[config.mk]
export PLATFORM = sky130hd
export DESIGN_NAME = rs_encoder_15_11
export DESIGN_NICKNAME = d
export VERILOG_FILES = /design/src/rtl/rs_gf16_pkg.sv /design/src/rtl/rs_gf16_lfsr.sv /design/src/rtl/rs_encoder_15_11.sv
export SDC_FILE = /design/constraint.sdc
export NUM_CORES = 1
export LEC_CHECK = 0
export CORE_MARGIN = 2
export CORE_UTILIZATION = 57
export CTS_CLUSTER_DIAMETER = 30
export DETAILED_ROUTE_END_ITERATION = 8
export GPL_ROUTABILITY_DRIVEN = 0
export PLACE_DENSITY = 0.9
export SLEW_MARGIN = 20
export SYNTH_ARGS = -nofsm -noshare
export SYNTH_HDL_FRONTEND = slang
export SYNTH_HIERARCHICAL = 1
export SYNTH_SLANG_ARGS = --single-unit
[constraint.sdc]
create_clock -name clk -period 2.8 [get_ports clk]
set_input_delay 0.42 -clock clk [delete_from_list [all_inputs] [get_ports clk]]
set_output_delay 0.42 -clock clk [all_outputs]
set_load 0.01 [all_outputs]
[src/rtl/rs_gf16_pkg.sv]
// Shared constants, FSM encoding and GF(16) arithmetic for the RS(15,11) encoder.
// Symbol bit mapping everywhere: index 0 of a [0:3] vector is the x^0 coefficient.
package rs_gf16_pkg;

  localparam int N    = 15;
  localparam int K    = 11;
  localparam int NPAR = 4;

  // g(x) = x^4 + a^13 x^3 + a^6 x^2 + a^3 x + a^10
  localparam logic [0:3] G3 = 4'b1011;
  localparam logic [0:3] G2 = 4'b0011;
  localparam logic [0:3] G1 = 4'b0001;
  localparam logic [0:3] G0 = 4'b1110;

  typedef enum logic [1:0] {IDLE, DATA, PARITY, DONE} state_t;

  // Generic GF(16) product, reduced modulo x^4 + x + 1. With one operand a
  // constant this collapses to a handful of XOR gates after synthesis.
  function automatic logic [0:3] gf16_mul_const(input logic [0:3] a, input logic [0:3] b);
    logic [0:6] p;
    p = '0;
    for (int i = 0; i < 4; i++)
      for (int j = 0; j < 4; j++)
        p[i+j] = p[i+j] ^ (a[i] & b[j]);
    // fold x^6, x^5, x^4 down using x^4 = x + 1
    for (int k = 6; k >= 4; k--) begin
      if (p[k]) begin
        p[k-4] = ~p[k-4];
        p[k-3] = ~p[k-3];
        p[k]   = 1'b0;
      end
    end
    return p[0:3];
  endfunction

endpackage

[src/rtl/rs_gf16_lfsr.sv]
// Parity LFSR for the RS(15,11) encoder: divides the shifted message by g(x).
// fb_en=1 absorbs a message symbol; fb_en=0 just shifts the parity out via r3.
module rs_gf16_lfsr (
  input  logic       clk,
  input  logic       rst_n,
  input  logic       clear,
  input  logic       shift_en,
  input  logic       fb_en,
  input  logic [0:3] sym_in,
  output logic [0:3] r3_out
);
  import rs_gf16_pkg::*;

  logic [0:3] r0, r1, r2, r3;
  logic [0:3] fb;

  // Forcing feedback to zero turns the division step into a plain shift.
  assign fb     = fb_en ? (sym_in ^ r3) : 4'b0000;
  assign r3_out = r3;

  // Remainder registers: cleared between codewords, updated one symbol per shift.
  always_ff @(posedge clk or negedge rst_n) begin
    if (!rst_n) begin
      r0 <= 4'b0000;
      r1 <= 4'b0000;
      r2 <= 4'b0000;
      r3 <= 4'b0000;
    end else if (clear) begin
      r0 <= 4'b0000;
      r1 <= 4'b0000;
      r2 <= 4'b0000;
      r3 <= 4'b0000;
    end else if (shift_en) begin
      r3 <= r2 ^ gf16_mul_const(fb, G3);
      r2 <= r1 ^ gf16_mul_const(fb, G2);
      r1 <= r0 ^ gf16_mul_const(fb, G1);
      r0 <= gf16_mul_const(fb, G0);
    end
  end

endmodule

[src/rtl/rs_encoder_15_11.sv]
// Systematic RS(15,11) encoder over GF(16). Echoes 11 message symbols with one
// cycle of latency, then emits 4 parity symbols (r3 first), then a one-cycle
// end_of_work pulse. Minimum codeword period is 17 cycles.
module rs_encoder_15_11 (
  input  logic       clk,
  input  logic       rst_n,
  input  logic [0:3] data_in,
  input  logic       in_valid,
  output logic       in_ready,
  output logic [0:3] code_out,
  output logic       code_valid,
  output logic       code_sop,
  output logic       code_eop,
  output logic       end_of_work
);
  import rs_gf16_pkg::*;

  state_t     state, state_nx;
  logic [3:0] cnt, cnt_nx;
  logic [1:0] pcnt, pcnt_nx;
  logic       armed;
  logic       accept;
  logic       shift_en, fb_en, clear;
  logic [0:3] parity_sym;
  logic [0:3] out_nx;
  logic       valid_nx, sop_nx, eop_nx, eow_nx;

  // in_ready depends only on registered state; armed keeps the first edge
  // after reset release from taking a symbol.
  assign in_ready = armed && (state == IDLE || state == DATA);
  assign accept   = in_valid && in_ready;

  rs_gf16_lfsr u_lfsr (
    .clk      (clk),
    .rst_n    (rst_n),
    .clear    (clear),
    .shift_en (shift_en),
    .fb_en    (fb_en),
    .sym_in   (data_in),
    .r3_out   (parity_sym)
  );

  // One-edge arming flag after reset release.
  always_ff @(posedge clk or negedge rst_n) begin
    if (!rst_n) armed <= 1'b0;
    else        armed <= 1'b1;
  end

  // FSM state and symbol/parity counters.
  always_ff @(posedge clk or negedge rst_n) begin
    if (!rst_n) begin
      state <= IDLE;
      cnt   <= 4'd0;
      pcnt  <= 2'd0;
    end else begin
      state <= state_nx;
      cnt   <= cnt_nx;
      pcnt  <= pcnt_nx;
    end
  end

  // Next-state, LFSR control and next values of the registered outputs.
  always_comb begin
    state_nx = state;
    cnt_nx   = cnt;
    pcnt_nx  = pcnt;
    shift_en = 1'b0;
    fb_en    = 1'b0;
    clear    = 1'b0;
    out_nx   = 4'b0000;
    valid_nx = 1'b0;
    sop_nx   = 1'b0;
    eop_nx   = 1'b0;
    eow_nx   = 1'b0;
    case (state)
      IDLE: begin
        if (accept) begin
          shift_en = 1'b1;
          fb_en    = 1'b1;
          out_nx   = data_in;
          valid_nx = 1'b1;
          sop_nx   = 1'b1;
          cnt_nx   = 4'd1;
          state_nx = DATA;
        end
      end
      DATA: begin
        // a cycle without in_valid is a stall: nothing moves
        if (accept) begin
          shift_en = 1'b1;
          fb_en    = 1'b1;
          out_nx   = data_in;
          valid_nx = 1'b1;
          if (cnt == 4'(K - 1)) begin
            cnt_nx   = 4'd0;
            pcnt_nx  = 2'd0;
            state_nx = PARITY;
          end else begin
            cnt_nx = cnt + 4'd1;
          end
        end
      end
      PARITY: begin
        // code_eop already high means the last parity symbol went out
        if (code_eop) begin
          eow_nx   = 1'b1;
          pcnt_nx  = 2'd0;
          state_nx = DONE;
        end else begin
          shift_en = 1'b1;
          out_nx   = parity_sym;
          valid_nx = 1'b1;
          eop_nx   = (pcnt == 2'(NPAR - 1));
          pcnt_nx  = pcnt + 2'd1;
        end
      end
      DONE: begin
        clear    = 1'b1;
        state_nx = IDLE;
      end
      default: state_nx = IDLE;
    endcase
  end

  // Registered outputs.
  always_ff @(posedge clk or negedge rst_n) begin
    if (!rst_n) begin
      code_out    <= 4'b0000;
      code_valid  <= 1'b0;
      code_sop    <= 1'b0;
      code_eop    <= 1'b0;
      end_of_work <= 1'b0;
    end else begin
      code_out    <= out_nx;
      code_valid  <= valid_nx;
      code_sop    <= sop_nx;
      code_eop    <= eop_nx;
      end_of_work <= eow_nx;
    end
  end

endmodule

### Yosys cells after proc, flatten, opt, wreduce, memory -nomap -nowiden

Cells that the tools add are included.

* bits in registers: 33
* output and inout port bits: 9
* word-level logic and storage cells: 127

* bitwise gates (word level): 24
* mux-type cells: 68
* reduce and logical (&&, ||, !) cells: 11
* add/sub/neg operators: 2
* eq/ne operators: 9

Operators with widths (number)
* two-way mux 2 bit: 40
* two-way mux 4 bit: 14
* one-hot mux 4 bit (2 select lines): 2
* XOR 4 bit: 4
* NOT 1 bit: 13
* two-way mux 1 bit: 9
* one-hot mux 2 bit (4 select lines): 1
* XOR 1 bit: 7
* equality test 2 bit (second input constant): 3
* inequality test 2 bit (second input constant): 3
* AND reduction 3 bit: 2
* nonzero test 2 bit: 3
* adder 4 x 1 -> 4 bit (second input constant): 1
* equality test 4 bit (second input constant): 1
* one-hot mux 2 bit (2 select lines): 1
* AND reduction 4 bit: 1
* adder 2 x 1 -> 2 bit (second input constant): 1
* equality test 2 x 1 -> 1 bit (second input constant): 1
* logical AND 1 bit: 2
* logical NOT 2 bit: 1
* inequality test 2 x 1 -> 1 bit (second input constant): 1
* one-hot mux 1 bit (2 select lines): 1
* OR reduction 2 bit: 1
* logical OR 1 bit: 1

### Depth between registers and ports, before layout

Gate-level depths: netlist (run 1).

* word-level depth: 24
* mapped depth: 10
* gate-level depth less buffers: 8

### Modules after synthesis

Netlist (run 1), hierarchy kept.

By module, submodules not included
* rs_gf16_lfsr: instances 1, cells an instance 101, seq. area each 400.4 um^2, area an instance 1008.5 um^2
* rs_encoder_15_11: instances 1, cells an instance 80, seq. area each 425.4 um^2, area an instance 863.3 um^2

### Least setup slack after synthesis (run 1)

Ideal clock, no wire load.

* path kind: flip-flop to flip-flop
* start: register state[1]
* end: register u_lfsr/r1[1] (netlist name)
* buffers on the path: 2
* setup slack: 665 ps
* stages on the path, launching flop included: 10
* setup time: 99 ps
* arrival: 2035 ps
* data required time: 2701 ps
* path through: dfrtp_1 -> inv_1 -> ha_1 -> o211ai_2 -> buf_6 -> inv_1 -> inv_1 -> clkbuf_1 -> or3_1 -> a311oi_1

* longest elaborated chain between the ends: 17
* elaborated cells on any way between the ends: 24

RTL lines
* from (decl): RTL line rs_encoder_15_11.sv:18 `state_t state, state_nx;`
* from (signal assigned): RTL line rs_encoder_15_11.sv:56 `state <= state_nx;`
* equality test 2 x 1 -> 1 bit / logical NOT 2 bit (equally long branches): RTL line rs_encoder_15_11.sv:30, rs_encoder_15_11.sv:75
* logical OR 1 bit: RTL line rs_encoder_15_11.sv:30 `assign in_ready = armed && (state == IDLE || state == DATA);`
* logical AND 1 bit: RTL line rs_encoder_15_11.sv:30
* logical AND 1 bit: RTL line rs_encoder_15_11.sv:31 `assign accept = in_valid && in_ready;`
* two-way mux 1 bit: RTL line rs_encoder_15_11.sv:77, rs_encoder_15_11.sv:89
* two-way mux 1 bit (*)
* via fb_en: RTL line rs_encoder_15_11.sv:23 `logic shift_en, fb_en, clear;`
* two-way mux 4 bit (*): RTL line rs_gf16_lfsr.sv:18 `assign fb = fb_en ? (sym_in ^ r3) : 4'b0000;`
* [2 not listed]
* two-way mux 2 bit: RTL line rs_gf16_lfsr.sv:28 `end else if (clear) begin`
* NOT 1 bit: RTL line rs_gf16_pkg.sv:29 `p[k-3] = ~p[k-3];`
* two-way mux 2 bit (*): RTL line rs_gf16_pkg.sv:27 `if (p[k]) begin`
* two-way mux 2 bit (*): RTL line rs_gf16_lfsr.sv:33 `end else if (shift_en) begin`
* two-way mux 2 bit (*): RTL line rs_gf16_lfsr.sv:28
* XOR 4 bit (*): RTL line rs_gf16_lfsr.sv:36 `r1 <= r0 ^ gf16_mul_const(fb, G1);`
* two-way mux 4 bit (*): RTL line rs_gf16_lfsr.sv:33
* two-way mux 4 bit (*): RTL line rs_gf16_lfsr.sv:28
* to (signal assigned): RTL line rs_gf16_lfsr.sv:36
* to (decl): RTL line rs_gf16_lfsr.sv:14 `logic [0:3] r0, r1, r2, r3;`

The timed path passes the listed nets; every way through them passes the cells marked *. The select of a mux whose other input is x is not followed.
A chain may end at the register's enable or synchronous reset.

### Worst setup path after layout (run 1)

* start: register state[1]
* end: register u_lfsr/r2[1] (netlist name)

* longest elaborated chain between the ends: 18
* elaborated cells on any way between the ends: 26

RTL lines
* equality test 2 x 1 -> 1 bit / logical NOT 2 bit (equally long branches): RTL line rs_encoder_15_11.sv:30, rs_encoder_15_11.sv:75
* logical OR 1 bit: RTL line rs_encoder_15_11.sv:30
* logical AND 1 bit: RTL line rs_encoder_15_11.sv:30
* logical AND 1 bit: RTL line rs_encoder_15_11.sv:31
* two-way mux 1 bit: RTL line rs_encoder_15_11.sv:77, rs_encoder_15_11.sv:89
* two-way mux 1 bit (*)
* via fb_en: RTL line rs_encoder_15_11.sv:23
* two-way mux 4 bit (*): RTL line rs_gf16_lfsr.sv:18
* [3 not listed]
* two-way mux 2 bit: RTL line rs_gf16_lfsr.sv:28
* NOT 1 bit: RTL line rs_gf16_pkg.sv:29
* two-way mux 2 bit (*): RTL line rs_gf16_pkg.sv:27
* two-way mux 2 bit (*): RTL line rs_gf16_lfsr.sv:33
* two-way mux 2 bit (*): RTL line rs_gf16_lfsr.sv:28
* XOR 4 bit (*): RTL line rs_gf16_lfsr.sv:35 `r2 <= r1 ^ gf16_mul_const(fb, G2);`
* two-way mux 4 bit (*): RTL line rs_gf16_lfsr.sv:33
* two-way mux 4 bit (*): RTL line rs_gf16_lfsr.sv:28
* to (signal assigned): RTL line rs_gf16_lfsr.sv:35
* to (decl): RTL line rs_gf16_lfsr.sv:14

Marks and branches as above.

==> flow_summary.json, run 1 <==
{
  "cts_made_buffers": 5,
  "worst_pin_slew_ns": 0.611,
  "max-cap-violations": 0,
  "cts_tree": "yes",
  "vdd_ir_drop_max_mv": 0.564,
  "gr-usage-all-layers": 0.226,
  "drtAntennaViolNets": 0,
  "syn2layout_area_growth_pct": 13.1,
  "avgSynthCellArea_um2": 10.3,
  "root_buffer": "clkbuf_4",
  "status": "finished clean",
  "avgViaCountPerCell": 5.77,
  "grt_overflow": 0,
  "fin_setup_tns_ns": 0,
  "cp_top_family": "compound AO/OA/AOI/OAI gates",
  "post-route-period-util": 0.860,
  "syn_area_um2": 1870,
  "crit_slowest_cell": "o211ai_2",
  "routed_wl_um": 3620,
  "cts.sinks": 33,
  "finalInstanceArea_um2": 2120,
  "arrival_ns": 2.67,
  "fin_nets": 214,
  "cts_hold_buf": 0,
  "cp.depth": 8,
  "dieHeight_um": 61.3,
  "cts-resized-gates": 0,
  "grt_pass1_wl_um": 6200,
  "layout_commonest_cell": "dfrtp_1",
  "cts.path.max_buffers": 2,
  "p_leak_uw": 0.000922,
  "layout-drive-gt1-share": 0.0955,
  "synth_cell_type_count": 43,
  "critPathMaxStageDelay_ns": 0.45,
  "drc": 0,
  "setup_viol": 0,
  "slew-limit-headroom": 0.592,
  "path_common_cell": "inv_1",
  "rows": 20,
  "die_area_um2": 3760,
  "wl_per_cell_um": 14.9,
  "grt_pass1_vias": 1361,
  "first_iter_violations": 68,
  "ys_seq_area_frac": 0.441,
  "path_class": "flop to flop",
  "min_path_type": "input pin to asynchronous set/reset pin",
  "antenna_found_initial": 0,
  "regArea_um2": 826,
  "layout_common_cells": "33 x dfrtp_1, 22 x nor2_1, 15 x clkdlybuf4s50_1",
  "clock_skew_ns": 0.0102,
  "num_vias": 1402,
  "rsz0062_at_grt": "false",
  "cts-htree-levels": 2,
  "end_kind": "flop",
  "crit_path_start_kind": "flop",
  "die_w_um": 61.3,
  "postCtsSetupBuffers": 0,
  "grt_start_max_net_pins": 34,
  "r2r.worst_path.cells": 8,
  "path_clk_slew_ns": 0.10,
  "floorplan.initialDensity": 0.608,
  "ios": 16,
  "num_antenna_cells": 0,
  "hold_violations": 0,
  "portBuffers": 15,
  "fmax_mhz": 416,
  "syn_nets": 197,
  "clkLatencyLatePin_ns": 0.34,
  "core_um2": 3080,
  "crit_chain": "inv_1 -> ha_1 -> o211ai_2 -> inv_1 -> inv_1 -> nor2_1 -> xnor3_1 -> o22ai_1",
  "ys_async_sr_fraction": 1.00,
  "post-route-min-period_ns": 2.41,
  "synth_edf_count": 0,
  "p_per_area_nw_per_um2": 1120,
  "synth.ff_latch_count": 33,
  "ys.warnings.count": 6,
  "nFillCells": 237,
  "dp_hpwl_um": 2580,
  "crit_buf_inv": 3,
  "slew_viol_final": 0,
  "cp.required_ns": 3.06,
  "ys.flop_type": "dfrtp_1",
  "drtPass1Iterations": 4,
  "dpl_cell_area_um2": 2070,
  "syn_inst": 181,
  "multiInputGateArea_um2": 982,
  "critPathMaxFanout": 15
}
## layout make-up
class,count,share of cell area
well taps,44,0.0260
repair buffers,18,0.0816
flip-flops and latches,33,0.390
clock inverters,2,0.00473
clock buffers,6,0.0195
inverters,8,0.0142
multi-input cells,132,0.464
## path summary, 6_finish.rpt
| path | from | end | slack, ns |
|---|---|---|---|
| setup / recovery | state[1] | u_lfsr/r2[1] | 0.39 |
| hold reg to reg | pcnt[1] | pcnt[1] | 0.55 |
| setup reg to reg | state[1] | u_lfsr/r2[1] | 0.39 |
| hold / removal | rst_n | u_lfsr/r2[1] | 0.46 |
| min in group clk | pcnt[1] | pcnt[1] | 0.55 |
| max in group asynchronous | rst_n | state[1] | 2.03 |
## synth_stat cells (all sizes together), types with 4 or more instances
library cell   n  area share
nand2          6       0.012
nand3          5       0.013
xor2           5       0.027
a211oi         5       0.020
nor2          22       0.044
xnor2          9       0.050
nand2b         7       0.023
clkbuf         6       0.012
or3            6       0.020
a22oi          4       0.016
o21ai         11       0.029
dfrtp         33        0.44
inv            8       0.016
ha             9       0.060
a21oi          5       0.013
a311oi         9       0.042
## routing by layer
| layer | track usage | vias up | routed length, um |
|---|---|---|---|
| li1 | - | 681 | - |
| met1 | 0.296 | 675 | 1630 |
| met2 | 0.365 | 44 | 1750 |
| met3 | 0.0693 | 2 | 220 |
| met4 | 0.0621 | 0 | 11 |
| met5 | 0 | - | 0 |
## kinds of logic (layout without fill, tap and decap cells)
group | count (synthesis) | count (layout) | synth area share
muxes | 4 | 4 | 0.0227
AOI/OAI and AO/OA | 42 | 42 | 0.158
DFF | 33 | 33 | 0.441
and+or+nand+nor | 59 | 59 | 0.165
adders and majority gates | 9 | 9 | 0.0602
buffers and inverters | 16 | 34 | 0.0361
other | 1 | 1 | 0.00200
xor gates and xnor gates | 17 | 17 | 0.114
## state kept, by name (all words and copies together) (netlist names)
register and flops:
u_lfsr/r0 4, pcnt 2, code_valid 1, code_sop 1, u_lfsr/r1 4, u_lfsr/r2 4, state 2, cnt 4
code_eop 1, code_out 4, u_lfsr/r3_out 4, armed 1, end_of_work 1
## metrics by stage
step | std cells | setup WS (ns) | power, uW | hold slack (ns) | utilization
global placement | 235 | 0.534 | 2030 | 0.512 | 0.671
CTS | 243 | 0.396 | 2360 | 0.485 | 0.688
finish | 243 | 0.393 | 2360 | 0.465 | 0.688
floorplan | 181 | 0.665 | 1770 | 0.124 | -
detailed placement | 235 | 0.425 | 2100 | 0.533 | 0.671
global route | 243 | 0.171 | 2580 | 0.509 | 0.688
## power breakdown
group / switching, uW / internal [uW] / leakage, uW
logic: 718 / 579 / 0.000466
clock network: 157 / 95.5 / 0.0000320
registers: 149 / 666 / 0.000424
No activity file was read; power rests on OpenSTA's default activity.
==> run 2: changes to the inputs <==
- CORE_UTILIZATION: 57 -> 51
- GPL_ROUTABILITY_DRIVEN: 0 -> not set
- PLACE_DENSITY: 0.9 -> not set
- PLACE_DENSITY_LB_ADDON: not set -> 0.25
- clock period: 2.8 -> 1.9 ns (I/O delays scaled with it)
==> run 2 against run 1 <==
Net effect: final area up 13%; total power up 78%; cell count up 9.5%; critical path depth unchanged; clock power up 100%; sequential power up 49%; first-iteration DRC count up 56%; flip-flop and latch count unchanged; hold slack worse by 0.057 ns; clock skew down 0.0050 ns; utilization down 2.3 points; critical path type unchanged; largest power group unchanged.
==> flow_summary.json, run 2 (same netlist as run 1, synthesis figures left out) <==
{
  "cts_tree": "yes",
  "hold_violations": 0,
  "die_w_um": 64.6,
  "fin_setup_tns_ns": 0,
  "cts.path.max_buffers": 2,
  "dpl_cell_area_um2": 2250,
  "path_common_cell": "buf_4",
  "end_kind": "flop",
  "crit_buf_inv": 4,
  "root_buffer": "clkbuf_8",
  "arrival_ns": 2.02,
  "p_clk_frac": 0.122,
  "portBuffers": 15,
  "cts_made_buffers": 5,
  "ios": 16,
  "cts.sinks": 33,
  "fin_nets": 233,
  "cts-htree-levels": 2,
  "antenna_found_initial": 0,
  "wl_per_cell_um": 16.7,
  "clkLatencyLatePin_ns": 0.29,
  "clock_skew_ns": 0.00517,
  "p_per_area_nw_per_um2": 1750,
  "regArea_um2": 827,
  "grt_overflow": 0,
  "cp.required_ns": 2.06,
  "layout-drive-gt1-share": 0.252,
  "drtAntennaViolNets": 0,
  "pwr-share-seq": 0.288,
  "nFillCells": 272,
  "rows": 22,
  "switching_power_uw": 1760,
  "num_vias": 1509,
  "cp_top_family": "compound AO/OA/AOI/OAI gates",
  "vdd_ir_drop_max_mv": 0.756,
  "gr-usage-all-layers": 0.231,
  "syn2layout_area_growth_pct": 28.1,
  "path_class": "flop to flop",
  "dp_hpwl_um": 3010,
  "multiInputGateArea_um2": 1070,
  "drtPass1Iterations": 4,
  "path_clk_slew_ns": 0.07,
  "drc": 0,
  "floorplan.initialDensity": 0.519,
  "layout_commonest_cell": "dfrtp_1",
  "crit_chain": "inv_2 -> ha_4 -> o211ai_4 -> inv_4 -> buf_4 -> buf_4 -> a211oi_1 -> o32ai_2",
  "p_sw_frac": 0.419,
  "gp_congestion": 0.879,
  "crit_slowest_cell": "dfrtp_1",
  "grt_pass1_wl_um": 7220,
  "dp_cells": 257,
  "dieHeight_um": 64.6,
  "crit_path_start_kind": "flop",
  "first_iter_violations": 106,
  "setup_viol": 0,
  "status": "finished clean",
  "p_comb_frac": 0.590,
  "avgViaCountPerCell": 5.67,
  "cellInternalPower_uw": 2440,
  "layout_common_cells": "32 x dfrtp_1, 20 x nor2_1, 20 x buf_4",
  "slew_viol_final": 0,
  "layout.cells.non_filler": 266,
  "routed_wl_um": 4440,
  "post-route-min-period_ns": 1.86,
  "min_path_type": "input pin to asynchronous set/reset pin",
  "grt_pass1_vias": 1492,
  "die_area_um2": 4170,
  "p_leak_uw": 0.00104,
  "finalInstanceArea_um2": 2400,
  "post-route-period-util": 0.979,
  "max-cap-violations": 0,
  "critPathMaxFanout": 9,
  "critPathMaxStageDelay_ns": 0.37,
  "grt_start_max_net_pins": 34,
  "core_um2": 3610,
  "fmax_mhz": 537,
  "num_antenna_cells": 0
}
[run 2: worst register-to-register path: cells and delay by family, from the launching register on]
family	cells	cell delay, ns
AOI/OAI and AO/OA	3	0.69
adders and majority gates	1	0.18
buffers and inverters	4	0.48
DFF	1	0.37
[run 2: final cells by class]
cell class / count / area share
well taps: 48 / 0.0251
flip-flops and latches: 33 / 0.345
multi-input cells: 132 / 0.445
inverters: 8 / 0.0146
clock inverters: 2 / 0.00418
repair buffers: 37 / 0.136
clock buffers: 6 / 0.0303
[run 2: path summary, 6_finish.rpt]
path / from / to / slack [ns] / cells after the start
min in group clk: pcnt[1] / pcnt[1] / 0.53 / 2
max in group asynchronous: rst_n / state[0] / 1.17 / 2
setup reg to reg: state[1] / u_lfsr/r2[3] / 0.04 / 8
hold / removal: rst_n / u_lfsr/r3_out[2] / 0.41 / 2
hold reg to reg: pcnt[1] / pcnt[1] / 0.53 / 2
setup / recovery: state[1] / u_lfsr/r2[3] / 0.04 / 8
[run 2: what timing repair did]
| action | CTS | global route |
|---|---|---|
| gates cloned | 0 | 0 |
| resized for setup | 5 | 14 |
| hold endpoints to repair | 0 | 0 |
| buffers inserted | 1 | 0 |
| endpoints found under the setup margin | 6 | 12 |
| hold buffers | 0 | 0 |
[run 2: power groups by stage]
stage / registers, uW / logic [uW] / clock network [uW]
after floorplan: 1190 / 1490 / 0
after CTS: 1200 / 2340 / 526
after detailed placement: 1220 / 2260 / 0
after global placement: 1200 / 2160 / 0
after global routing: 1240 / 2700 / 556
final: 1210 / 2480 / 512
[run 2: stage by stage]
step	hold WS, ns	setup slack (ns)	power, uW	util
after floorplan	-0.0106	0.0233	2680	-
after global routing	0.435	-0.0174	4500	0.665
after detailed placement	0.529	-0.165	3480	0.623
after global placement	0.516	-0.109	3350	0.623
final	0.407	0.0391	4200	0.665
after CTS	0.416	0.00696	4070	0.653
[run 2: layer usage]
layer / vias up / wire [um] / track usage
li1: 713 / - / -
met2: 53 / 2280 / 0.392
met1: 732 / 1830 / 0.287
met5: - / 0 / 0
met3: 11 / 238 / 0.0573
met4: 0 / 95 / 0.0824
==> run 3: changes to the inputs <==
- CORE_ASPECT_RATIO: not set -> 1.4
==> run 3 against run 2 <==
Net effect: count of clock-buffer cells in the layout decreased by 1; first-iteration DRC count decreased by 36%; largest power group unchanged; flip-flop and latch count unchanged; combinational power up 8%; non-clock buffer count grew 9; critical path type unchanged.
==> flow_summary.json, run 3 (same netlist as run 1, synthesis figures left out) <==
{
  "status": "finished clean",
  "arrival_ns": 2.03,
  "cts.sinks": 33,
  "r2r.worst_path.cells": 8,
  "routed_wl_um": 4480,
  "p_comb_frac": 0.613,
  "r2r_end": "u_lfsr/r3_out[2]",
  "cts.path.max_buffers": 2,
  "die_w_um": 55.2,
  "crit_path_start_kind": "flop",
  "grt_start_max_net_pins": 34,
  "path_class": "flop to flop",
  "hold_violations": 0,
  "pwr-share-seq": 0.278,
  "layout_commonest_cell": "dfrtp_1",
  "first_iter_violations": 68,
  "layout_common_cells": "32 x dfrtp_1, 27 x buf_4, 21 x nor2_1",
  "rsz0062_at_grt": "true",
  "setup_viol": 0,
  "gp_congestion": 0.844,
  "p_leak_uw": 0.00109,
  "avgViaCountPerCell": 5.81,
  "rr_startpoint": "state[0]",
  "critPathMaxFanout": 13,
  "grt_pass1_wl_um": 7250,
  "crit_chain": "inv_2 -> buf_4 -> ha_2 -> nand2b_1 -> a21oi_4 -> clkbuf_16 -> nor2_1 -> a211oi_1",
  "syn2layout_area_growth_pct": 32.6,
  "dieHeight_um": 75.7,
  "cellInternalPower_uw": 2590,
  "cp.required_ns": 2.08,
  "p_clk_frac": 0.109,
  "crit_slowest_cell": "dfrtp_2",
  "grt_pass1_vias": 1572,
  "critPathMaxStageDelay_ns": 0.45,
  "rows": 26,
  "fmax_mhz": 539,
  "r2r_slack_ns": 0.04,
  "dp_hpwl_um": 3050,
  "gr-usage-all-layers": 0.225,
  "max-cap-violations": 0,
  "portBuffers": 15,
  "num_antenna_cells": 0,
  "p_sw_frac": 0.406,
  "switching_power_uw": 1770,
  "path_clk_slew_ns": 0.06,
  "ios": 16,
  "clock_skew_ns": 0.00519,
  "p_per_area_nw_per_um2": 1760,
  "fin_nets": 242,
  "cp_top_family": "compound AO/OA/AOI/OAI gates",
  "post-route-period-util": 0.976,
  "root_buffer": "clkbuf_8",
  "post-route-min-period_ns": 1.86,
  "crit_buf_inv": 3,
  "min_path_type": "input pin to asynchronous set/reset pin",
  "vdd_ir_drop_max_mv": 1.01,
  "num_vias": 1552,
  "drtAntennaViolNets": 0,
  "cp.depth": 8,
  "end_kind": "flop",
  "floorplan.initialDensity": 0.523,
  "antenna_found_initial": 0,
  "dpl_cell_area_um2": 2270,
  "layout-drive-gt1-share": 0.262,
  "die_area_um2": 4180,
  "slew_viol_final": 0,
  "drtPass1Iterations": 4,
  "core_um2": 3580,
  "drc": 0,
  "fin_util": 0.693,
  "cts_made_buffers": 5,
  "clkLatencyLatePin_ns": 0.28,
  "grt_overflow": 0,
  "cts-htree-levels": 2,
  "cts_tree": "yes",
  "finalInstanceArea_um2": 2480,
  "wl_per_cell_um": 16.8
}
run 3: routing by layer:
layer  track usage  part of all wire  vias up
li1              -                 -      740
met1         0.228              0.38      765
met2         0.447              0.55       35
met3        0.0492             0.035       12
met4        0.0949             0.030        0
met5             0                 0        -
run 3: worst max path at each step:
stage	end	from	slack, ns
CTS	u_lfsr/r2[3]	state[0]	0.002
floorplan	u_lfsr/r1[1]	state[1]	0.02
finish	u_lfsr/r3_out[2]	state[0]	0.04
global route	u_lfsr/r0[1]	state[0]	-0.03
global placement	u_lfsr/r3_out[0]	data_in[0]	-0.10
detailed placement	u_lfsr/r1[2]	data_in[2]	-0.17
run 3: power by group through the flow:
stage | registers, uW | clock network [uW] | logic (uW)
floorplan | 1190 | 0 | 1490
global placement | 1200 | 0 | 2210
detailed placement | 1220 | 0 | 2300
CTS | 1210 | 489 | 2310
global route | 1250 | 518 | 2930
finish | 1210 | 475 | 2670
run 3: final cells by class:
class                      instances  area, um2
inverter                           8       35.0
multi-input combinational        132       1060
tap                               42       52.6
timing repair buffer              46        433
clock buffer                       5       68.8
clock inverter                     1       5.00
sequential                        33        827
fill                             264       1100
run 3: metrics by stage:
stage | total power (uW) | std cells | hold WS [ns] | setup slack, ns | TNS (ns)
after CTS | 4010 | 261 | 0.421 | 0.00202 | 0
after global placement | 3400 | 255 | 0.512 | -0.104 | -0.843
after detailed placement | 3510 | 255 | 0.536 | -0.166 | -1.57
final | 4360 | 267 | 0.413 | 0.0450 | 0
after global routing | 4700 | 267 | 0.467 | -0.0289 | -0.147
after floorplan | 2680 | 181 | -0.0106 | 0.0233 | 0
run 3: worst reg2reg max path, cell delays in order, from the launching register on:
cell and delay [ns]:
dfrtp_2 0.45, inv_2 0.09, buf_4 0.12, ha_2 0.17
nand2b_1 0.12, a21oi_4 0.27, clkbuf_16 0.22, nor2_1 0.06
a211oi_1 0.25
run 3: what timing repair did:
item	CTS	global route
cloned	0	2
endpoints found under the setup margin	5	12
setup buffers	0	4
pin swaps	0	3
hold buffers	0	0
gates resized for setup	2	12
hold endpoints to repair	0	0
==> variant (settings of run 1) <==
Make the reset (`rst_n`) synchronous in 4 clocked blocks.
--- a/src/rtl/rs_gf16_lfsr.sv
+++ b/src/rtl/rs_gf16_lfsr.sv
@@ -20,5 +20,5 @@
 
   // Remainder registers: cleared between codewords, updated one symbol per shift.
-  always_ff @(posedge clk or negedge rst_n) begin
+  always_ff @(posedge clk) begin
     if (!rst_n) begin
       r0 <= 4'b0000;
--- a/src/rtl/rs_encoder_15_11.sv
+++ b/src/rtl/rs_encoder_15_11.sv
@@ -42,5 +42,5 @@
 
   // One-edge arming flag after reset release.
-  always_ff @(posedge clk or negedge rst_n) begin
+  always_ff @(posedge clk) begin
     if (!rst_n) armed <= 1'b0;
     else        armed <= 1'b1;
@@ -48,5 +48,5 @@
 
   // FSM state and symbol/parity counters.
-  always_ff @(posedge clk or negedge rst_n) begin
+  always_ff @(posedge clk) begin
     if (!rst_n) begin
       state <= IDLE;
@@ -124,5 +124,5 @@
 
   // Registered outputs.
-  always_ff @(posedge clk or negedge rst_n) begin
+  always_ff @(posedge clk) begin
     if (!rst_n) begin
       code_out    <= 4'b0000;
Formal check against the unedited RTL: differs if rst_n is asserted again (counterexample within 4 cycles, from zero or initial values and one cycle with rst_n low); with rst_n held inactive, the same outputs for 10 cycles.
==> variant against run 1 <==
- the run now ends with DRC left
- total power shrank 25%
- sequential power shrank 21%
- area after synthesis shrank 9.0%
- largest power group unchanged
- non-clock buffer count grew 1
- combinational power shrank 37%
- sequential cell count is the same
- wire length grew 6.8%
- synthesized cell count is the same
- final area shrank 7.9%
- fmax grew 2.4%
- worst setup slack gained 0.057 ns
==> variant: results (changes against run 1) <==
routed wl met2=1880 um (+7.5%); R2R Path End=u_lfsr/r2[1]; Layout Nets=211 (-1.4%); DR WL met3=274 um (+25%); Unique masters post-synth=44 (+2.3%); top post-synthesis cells by area=dfxtp_1 39%, xnor3_1 6.6%, o21ai_0 5.6%; hold crit path type=flip-flop to flip-flop; Post-synth ARST share=0 (-1.00); first-pass GRT wire length=6440 um (+3.9%); CP max stage cell=clkdlybuf4s50_1; slowest stage delay, CP=0.54 ns (+0.09 ns); leakage power=0.754 nW (-18%); drt wl/cell=16.9 um (+13%); Seq/Total Area, Yosys=0.388 (-0.0535); Post-DP Area=1880 um^2 (-9.0%); Slew @ Worst Pin=0.624 ns (+0.0124 ns); # resized after CTS=0 (unchanged); failing checks=DRC; metal1 wirelength=1640 um (+0.37%); Synth Area in Adders=0.0514 (-0.00877); initial drt markers=180 (+160%); family with the most delay on the worst path=buffers and inverters; synth cell count leaders=33 x dfxtp_1, 19 x o21ai_0, 15 x nor2_1; Detailed Place HPWL=2720 um (+5.7%); syn nets=195 (-1.0%); Global Route met1 Usage=0.305 (+0.00907); critical path launch point=state[1]; top sig layer=met4; final setup skew=0.00539 ns (-0.00481 ns); flop-to-flop setup slack=0.50 ns (+0.11 ns); multiplexer share of the synthesized area=0.00587 (-0.0169); routing usage on met2=0.416 (+0.0510); share of cells above drive strength 1=0.101 (+0.00553); Post-Synth XOR/XNOR Area=0.126 (+0.0120); worst flop-to-flop path startpoint=state[1]; vias in the first global route=1370 (+0.66%); Fillers=212 (-11%); outcome=complete, but fails checks; Hold Slack=0.477 ns (+0.0118 ns); Pre-antenna DRT Iters=6 (+2); FMAX=426 MHz (+2.4%); ys flop type=dfxtp_1; routed vias/inst=6.34 (+10%); DRC Markers=2 (+2); M3 GR Usage=0.0703 (+0.00100); placed cells=221 (-6.0%); Max IR drop VDD=0.000548 V (-2.9%); crit-path max FO=10 (-5); largest net degree at the start of global routing=30 (-12%)
## variant: cell types whose count changed after synthesis, sizes merged, moves of 3 or more
cell    delta
a31oi      +7
dfxtp     +33
o21ai     +10
nand3b     +5
dfrtp     -33
and3       +3
a311oi     -9
xor2       -3
nor3       +3
xnor3      +3
nor2       -7
## variant: layout make-up
| type | instances | area (um^2) | area share |
|---|---|---|---|
| Inverter | 7 | 26.3 | 0.0135 |
| Tap cell | 31 | 38.8 | 0.0199 |
| Clock inverter | 1 | 5.00 | 0.00257 |
| Timing Repair Buffer | 19 | 180 | 0.0924 |
| Sequential cell | 33 | 661 | 0.339 |
| Multi-Input combinational cell | 131 | 973 | 0.499 |
| Clock buffer | 7 | 65.1 | 0.0334 |
## variant: power by group
group / internal (mW) / switching (mW)
Clock: 0.145 / 0.163
Sequential: 0.570 / 0.0755
Combinational: 0.360 / 0.465
